[config.mk]
export PLATFORM = sky130hd
export DESIGN_NAME = lift_car_controller_flat
export DESIGN_NICKNAME = d
export VERILOG_FILES = /design/src/rtl/lift_pkg.sv /design/src/rtl/lift_car_controller_if.sv /design/src/rtl/lift_timer.sv /design/src/rtl/lift_car_controller.sv /design/src/flat_wrapper.sv
export SDC_FILE = /design/constraint.sdc
export NUM_CORES = 1
export LEC_CHECK = 0
export BUFFER_PORTS_ARGS = -buffer_cell sky130_fd_sc_hd__buf_4
export CAP_MARGIN = 25
export CORE_MARGIN = 4
export CORE_UTILIZATION = 30
export DETAILED_ROUTE_END_ITERATION = 6
export PLACE_DENSITY = 0.6
export SYNTH_ARGS = -nofsm -noshare
export SYNTH_HDL_FRONTEND = slang
export SYNTH_SLANG_ARGS = --single-unit
[constraint.sdc]
create_clock -name clk -period 3.1 [get_ports clk]
set_input_delay 0.155 -clock clk [delete_from_list [all_inputs] [get_ports clk]]
set_output_delay 0.155 -clock clk [all_outputs]
set_load 0.02 [all_outputs]
[src/rtl/lift_pkg.sv]
// rtl/lift_pkg.sv - shared constants, state encoding and request-scan helpers for the lift car
package lift_pkg;

    localparam int NUM_FLOORS        = 11;
    localparam int FLOOR_W           = 4;
    localparam int TRAVEL_CYCLES_DEF = 8;
    localparam int DOOR_CYCLES_DEF   = 16;

    typedef enum logic [1:0] {
        IDLE      = 2'd0,
        MOVING    = 2'd1,
        DOOR_OPEN = 2'd2
    } state_t;

    // One-hot mask for a floor index.
    function automatic logic [NUM_FLOORS-1:0] floor_bit(input logic [FLOOR_W-1:0] flr);
        return NUM_FLOORS'(1) << flr;
    endfunction

    // True when any request sits strictly above flr.
    function automatic logic any_above(input logic [NUM_FLOORS-1:0] pend,
                                       input logic [FLOOR_W-1:0]    flr);
        logic hit;
        hit = 1'b0;
        for (int i = 0; i < NUM_FLOORS; i++) begin
            if (i > int'(flr) && pend[i]) begin
                hit = 1'b1;
            end
        end
        return hit;
    endfunction

    // True when any request sits strictly below flr.
    function automatic logic any_below(input logic [NUM_FLOORS-1:0] pend,
                                       input logic [FLOOR_W-1:0]    flr);
        logic hit;
        hit = 1'b0;
        for (int i = 0; i < NUM_FLOORS; i++) begin
            if (i < int'(flr) && pend[i]) begin
                hit = 1'b1;
            end
        end
        return hit;
    endfunction

endpackage

[src/rtl/lift_car_controller_if.sv]
// rtl/lift_car_controller_if.sv - dispatcher/cab request inputs and car status outputs
interface lift_car_if;
    import lift_pkg::*;

    logic [NUM_FLOORS-1:0] assign_req;
    logic [NUM_FLOORS-1:0] cab_req;
    logic [FLOOR_W-1:0]    liftstate;
    logic [NUM_FLOORS-1:0] pending;
    logic [NUM_FLOORS-1:0] served;
    logic                  moving;
    logic                  dir_up;
    logic                  door_open;

    // Dispatcher / cab side: drives requests, observes car status.
    modport master (
        output assign_req, cab_req,
        input  liftstate, pending, served, moving, dir_up, door_open
    );

    // Car controller side.
    modport slave (
        input  assign_req, cab_req,
        output liftstate, pending, served, moving, dir_up, door_open
    );

endinterface

[src/rtl/lift_timer.sv]
// rtl/lift_timer.sv - loadable down-counter with zero flag, shared by travel and door timing
module lift_timer #(
    parameter int W = 4
) (
    input  logic         clk,
    input  logic         rst,
    input  logic         load,
    input  logic [W-1:0] load_value,
    output logic         zero
);

    logic [W-1:0] count_q;
    logic [W-1:0] count_d;

    // Load wins over counting; the counter parks at zero rather than wrapping.
    always_comb begin
        count_d = count_q;
        if (load) begin
            count_d = load_value;
        end else if (count_q != '0) begin
            count_d = count_q - 1'b1;
        end
    end

    // Count register.
    always_ff @(posedge clk or negedge rst) begin
        if (!rst) begin
            count_q <= '0;
        end else begin
            count_q <= count_d;
        end
    end

    assign zero = (count_q == '0);

endmodule

[src/rtl/lift_car_controller.sv]
// rtl/lift_car_controller.sv - per-car SCAN sequencer: pending stops, floor stepping, door timing
module lift_car_controller
    import lift_pkg::*;
#(
    parameter int TRAVEL_CYCLES = TRAVEL_CYCLES_DEF,
    parameter int DOOR_CYCLES   = DOOR_CYCLES_DEF
) (
    input  logic       clk,
    input  logic       rst,
    lift_car_if.slave  bus
);

    localparam int MAX_CYCLES = (TRAVEL_CYCLES > DOOR_CYCLES) ? TRAVEL_CYCLES : DOOR_CYCLES;
    localparam int TIMER_W    = (MAX_CYCLES > 2) ? $clog2(MAX_CYCLES) : 1;
    localparam logic [TIMER_W-1:0] TRAVEL_LOAD = TIMER_W'(TRAVEL_CYCLES - 1);
    localparam logic [TIMER_W-1:0] DOOR_LOAD   = TIMER_W'(DOOR_CYCLES - 1);
    localparam logic [FLOOR_W-1:0] TOP_FLOOR   = FLOOR_W'(NUM_FLOORS - 1);

    state_t                state_q, state_d;
    logic [FLOOR_W-1:0]    floor_q, floor_d;
    logic [NUM_FLOORS-1:0] pending_q, pending_d;
    logic [NUM_FLOORS-1:0] served_q, served_d;
    logic                  dir_up_q, dir_up_d;

    logic [NUM_FLOORS-1:0] req_in;
    logic [NUM_FLOORS-1:0] pend_all;
    logic [NUM_FLOORS-1:0] clear_mask;
    logic [NUM_FLOORS-1:0] cur_bit;
    logic [NUM_FLOORS-1:0] step_bit;
    logic [FLOOR_W-1:0]    step_floor;
    logic                  timer_load;
    logic [TIMER_W-1:0]    timer_value;
    logic                  timer_zero;

    assign req_in   = bus.assign_req | bus.cab_req;
    assign pend_all = pending_q | req_in;
    assign cur_bit  = floor_bit(floor_q);
    assign step_bit = floor_bit(step_floor);

    lift_timer #(.W(TIMER_W)) u_timer (
        .clk        (clk),
        .rst        (rst),
        .load       (timer_load),
        .load_value (timer_value),
        .zero       (timer_zero)
    );

    // Neighbouring floor in the travel direction, pinned at the shaft ends.
    always_comb begin
        step_floor = floor_q;
        if (dir_up_q) begin
            if (floor_q != TOP_FLOOR) begin
                step_floor = floor_q + 1'b1;
            end
        end else begin
            if (floor_q != '0) begin
                step_floor = floor_q - 1'b1;
            end
        end
    end

    // Sequencer: decides stops, direction and timer reloads; a cleared bit is the floor served now.
    always_comb begin
        state_d     = state_q;
        floor_d     = floor_q;
        dir_up_d    = dir_up_q;
        clear_mask  = '0;
        served_d    = '0;
        timer_load  = 1'b0;
        timer_value = '0;
        case (state_q)
            IDLE: begin
                if ((pending_q & cur_bit) != '0) begin
                    clear_mask  = cur_bit;
                    served_d    = cur_bit;
                    state_d     = DOOR_OPEN;
                    timer_load  = 1'b1;
                    timer_value = DOOR_LOAD;
                end else if (pending_q != '0) begin
                    // Keep sweeping while work lies ahead; otherwise turn round.
                    if (dir_up_q ? !any_above(pending_q, floor_q)
                                 : !any_below(pending_q, floor_q)) begin
                        dir_up_d = !dir_up_q;
                    end
                    state_d     = MOVING;
                    timer_load  = 1'b1;
                    timer_value = TRAVEL_LOAD;
                end
            end
            MOVING: begin
                if (timer_zero) begin
                    floor_d = step_floor;
                    // Same-cycle requests for the arrival floor still stop the car.
                    if ((pend_all & step_bit) != '0) begin
                        clear_mask  = step_bit;
                        served_d    = step_bit;
                        state_d     = DOOR_OPEN;
                        timer_load  = 1'b1;
                        timer_value = DOOR_LOAD;
                    end else if (dir_up_q ? any_above(pend_all, step_floor)
                                          : any_below(pend_all, step_floor)) begin
                        timer_load  = 1'b1;
                        timer_value = TRAVEL_LOAD;
                    end else begin
                        state_d = IDLE;
                    end
                end
            end
            DOOR_OPEN: begin
                // A call for this floor while open is served on the spot and holds the door.
                if ((req_in & cur_bit) != '0) begin
                    clear_mask  = cur_bit;
                    served_d    = cur_bit;
                    timer_load  = 1'b1;
                    timer_value = DOOR_LOAD;
                end else if (timer_zero) begin
                    state_d = IDLE;
                end
            end
            default: begin
                state_d = IDLE;
            end
        endcase
    end

    // Pending stops: accumulate every request, drop the floor being served.
    always_comb begin
        pending_d = (pending_q | req_in) & ~clear_mask;
    end

    // Car state registers; reset abandons all outstanding work.
    always_ff @(posedge clk or negedge rst) begin
        if (!rst) begin
            state_q   <= IDLE;
            floor_q   <= '0;
            pending_q <= '0;
            served_q  <= '0;
            dir_up_q  <= 1'b1;
        end else begin
            state_q   <= state_d;
            floor_q   <= floor_d;
            pending_q <= pending_d;
            served_q  <= served_d;
            dir_up_q  <= dir_up_d;
        end
    end

    assign bus.liftstate = floor_q;
    assign bus.pending   = pending_q;
    assign bus.served    = served_q;
    assign bus.moving    = (state_q == MOVING);
    assign bus.dir_up    = dir_up_q;
    assign bus.door_open = (state_q == DOOR_OPEN);

endmodule

[src/flat_wrapper.sv]
// flat-port wrapper written by rule: the top's interface ports become plain ports
module lift_car_controller_flat import lift_pkg::*;
#(
    parameter int TRAVEL_CYCLES = TRAVEL_CYCLES_DEF,
    parameter int DOOR_CYCLES   = DOOR_CYCLES_DEF
)
  (clk, rst, bus_assign_req, bus_cab_req, bus_liftstate, bus_pending, bus_served, bus_moving, bus_dir_up, bus_door_open);
  lift_car_if bus_i ();
  input  logic clk;
  input  logic rst;
  input wire logic [$bits(bus_i.assign_req)-1:0] bus_assign_req;
  input wire logic [$bits(bus_i.cab_req)-1:0] bus_cab_req;
  output wire logic [$bits(bus_i.liftstate)-1:0] bus_liftstate;
  output wire logic [$bits(bus_i.pending)-1:0] bus_pending;
  output wire logic [$bits(bus_i.served)-1:0] bus_served;
  output wire logic [$bits(bus_i.moving)-1:0] bus_moving;
  output wire logic [$bits(bus_i.dir_up)-1:0] bus_dir_up;
  output wire logic [$bits(bus_i.door_open)-1:0] bus_door_open;
  assign bus_i.assign_req = bus_assign_req;
  assign bus_i.cab_req = bus_cab_req;
  assign bus_liftstate = bus_i.liftstate;
  assign bus_pending = bus_i.pending;
  assign bus_served = bus_i.served;
  assign bus_moving = bus_i.moving;
  assign bus_dir_up = bus_i.dir_up;
  assign bus_door_open = bus_i.door_open;
  lift_car_controller #(.TRAVEL_CYCLES(TRAVEL_CYCLES), .DOOR_CYCLES(DOOR_CYCLES)) u_core (.clk(clk), .rst(rst), .bus(bus_i));
endmodule
==> flow_summary.yaml <==
global_routing:
  grt_pass1_wl_um: 17200
  grt_remaining_overflow: 0
  grt_pass1_vias: 3086
  grt_start_max_net_pins: 34
  track_usage: 0.203
  antenna_found_initial: 0
floorplanning:
  dieArea_mm2: 0.0107
  io_pins: 53
  row_count: 34
  die_x_um: 104
  fp.dieH_um: 104
  start_util: 0.311
  core_area_mm2: 0.00881
power_and_ir_drop:
  p_leak_uw: 0.00151
  powerDensity_mw_per_mm2: 481
  ir_worst_vdd_mv: 0.160
synth:
  synthArstFlopShare: 1.00
  synth_cell_types: 73
  netlist_instances: 328
  syn_avg_cell_area_um2: 8.35
  synth_nets: 361
  synthFlopType: "dfrtp_1"
  synth_seq_area_share: 0.302
  syn_area_mm2: 0.00274
  ys_ff_latch: 33
  yosys_warnings: 0
  synth_enable_flop_cells: 0
routing:
  ant_nets: 0
  drt-initial-drc-count: 292
  via_per_inst: 6.21
  wl_per_cell_um: 20.9
  drc_errors: 0
  first_pass_iters: 5
  vias: 3259
  drt_wl_total_um: 11000
timing:
  slew_violations: 0
  slew_headroom: 0.617
  finalSetupTns_ns: 0
  finalCritPeriodShare: 0.953
  fmax_mhz: 339
  skew_ns: 0.00595
  tightest_slew_ns: 0.570
  post-route-min-period_ns: 2.95
  finalSetupViolCount: 0
  rsz0062_at_grt: "false"
  hold_viol: 0
cells_and_area:
  area_growth_pct: 35.5
  layout_commonest_cell: "buf_4"
  nNetsFinal: 449
  layout_common_cells: "98 x buf_4, 31 x dfrtp_1, 25 x nor2_1, 21 x nor3_1, 20 x o21ai_0"
  diodes: 0
  layout.cells.non_filler: 525
  drive_gt1_frac: 0.321
  finalInstanceArea_mm2: 0.00371
setup_path:
  critPathLaunchType: "register"
  path_class: "reg2reg"
  endpoint_kind: "register"
  path_max_fanout: 8
  critPathArrivalTime_ns: 3.13
  crit_required_ns: 3.28
status:
  run_status: "completed"
clock_network:
  clkSinkCount: 33
  worstSkewPairLatency_ns: 0.29
  cts_made_buffers: 5
  cts.clk_slew.worst_paths_ns: 0.07
  cts_max_level: 2
  cts_setup_buffers: 0
  clockRootBuffer: "clkbuf_8"
  ctsLongestPathBuffers: 2
  cts_tree: "built"
place:
  placedCellCount: 516
  io_buffers: 52
  gp_congestion: 0.939
  placed_area_mm2: 0.00353
  dp_hpwl_um: 8710
worst_hold_path:
  hold_path_class: "in2reg"
run:
  maxCapViolCount: 0
==> critical path, stage by stage (launching register included) <==
cell and delay [ns]:
dfrtp_1 0.37, inv_1 0.15, ha_1 0.24, nor3b_4 0.38, mux2i_4 0.40, o21ai_0 0.16
a31oi_2 0.31, o21ai_0 0.13, and4_1 0.21, buf_4 0.17, a221oi_1 0.31
==> layout make-up <==
| type | instances | area [um2] |
|---|---|---|
| fill | 876 | 5090 |
| sequential | 33 | 828 |
| timing repair buffer | 99 | 746 |
| inverter | 12 | 45.0 |
| tap | 108 | 135 |
| clock buffer | 8 | 90.1 |
| multi-input combinational | 265 | 1870 |
==> layer usage <==
layer,part of all wire,vias up,global-route usage
li1,-,1489,-
met1,0.42,1566,0.266
met2,0.45,163,0.316
met3,0.083,41,0.0442
met4,0.044,0,0.104
met5,0,-,0
==> Yosys cell counts (5+ instances only) <==
cell,n,area (um2)
o21ai_0,20,100
a2111oi_0,5,43.8
buf_2,5,25.0
or3_1,9,56.3
nor2_1,25,93.8
a221oi_1,9,78.8
ha_1,9,113
a211oi_1,7,52.6
a22o_1,7,61.3
a21oi_1,14,70.1
o22ai_1,6,37.5
nor4_1,8,50.1
dfrtp_1,32,801
o31ai_1,5,37.5
nand3_1,12,60.1
nor3_1,24,120
nand2_1,15,56.3
inv_1,12,45.0
clkbuf_1,9,33.8
a31oi_1,5,31.3
==> state kept, by name (all words and copies together) (netlist names) <==
name / flops
u_core.state_q: 2
u_core.bus.pending: 11
u_core.bus.dir_up: 1
u_core.bus.served: 11
u_core.bus.liftstate: 4
u_core.u_timer.count_q: 4
==> power by group <==
part	switching [uW]	leakage, uW	internal, uW
logic	550	0.00109	372
clock network	159	0.0000455	181
registers	53.2	0.000375	471
==> logic make-up (layout without fill, tap and decap cells) <==
logic type / Yosys count / in the layout / synth area share
XOR/XNOR: 2 / 2 / 0.00640
AND/OR/NAND/NOR: 128 / 128 / 0.259
buffers and inverters: 30 / 119 / 0.0493
adder cells (fa/ha/maj): 10 / 10 / 0.0448
flip-flops: 33 / 33 / 0.302
multiplexers: 2 / 2 / 0.00777
AO/OA/AOI/OAI: 123 / 123 / 0.331
==> per-stage QoR <==
stage	power [uW]	worst slack, ns	utilization	hold WS [ns]
final	1790	0.146	0.422	0.288
after global routing	1890	0.00318	0.422	0.302
after CTS	1720	0.0439	0.412	0.278
after detailed placement	1380	0.0513	0.401	0.140
after global placement	1390	0.0783	0.401	0.131
after floorplan	1030	0.0571	-	-0.141
==> final timing paths <==
| check | start | endpoint | slack, ns | cells after the start |
|---|---|---|---|---|
| min reg2reg | u_core.bus.liftstate[0]$_DFFE_PN0P_ | u_core.bus.liftstate[0]$_DFFE_PN0P_ | 0.61 | 2 |
| max reg2reg | u_core.bus.liftstate[0]$_DFFE_PN0P_ | u_core.bus.pending[7]$_DFF_PN0_ | 0.15 | 10 |
| min | bus_assign_req[2] | u_core.bus.pending[2]$_DFF_PN0_ | 0.29 | 3 |
| min in group asynchronous | rst | u_core.u_timer.count_q[3]$_DFFE_PN0P_ | 0.35 | 2 |
| max in group asynchronous | rst | u_core.bus.dir_up$_DFFE_PN1P_ | 2.41 | 2 |
| max | u_core.bus.liftstate[0]$_DFFE_PN0P_ | u_core.bus.pending[7]$_DFF_PN0_ | 0.15 | 10 |
==> repair_timing <==
action / in CTS / in global routing
setup endpoints to repair: 0 / 20
hold buffers: 1 / 0
endpoints found under the hold margin: 32 / 0
resized for setup: 0 / 17
No activity file was read; power rests on OpenSTA's default activity.
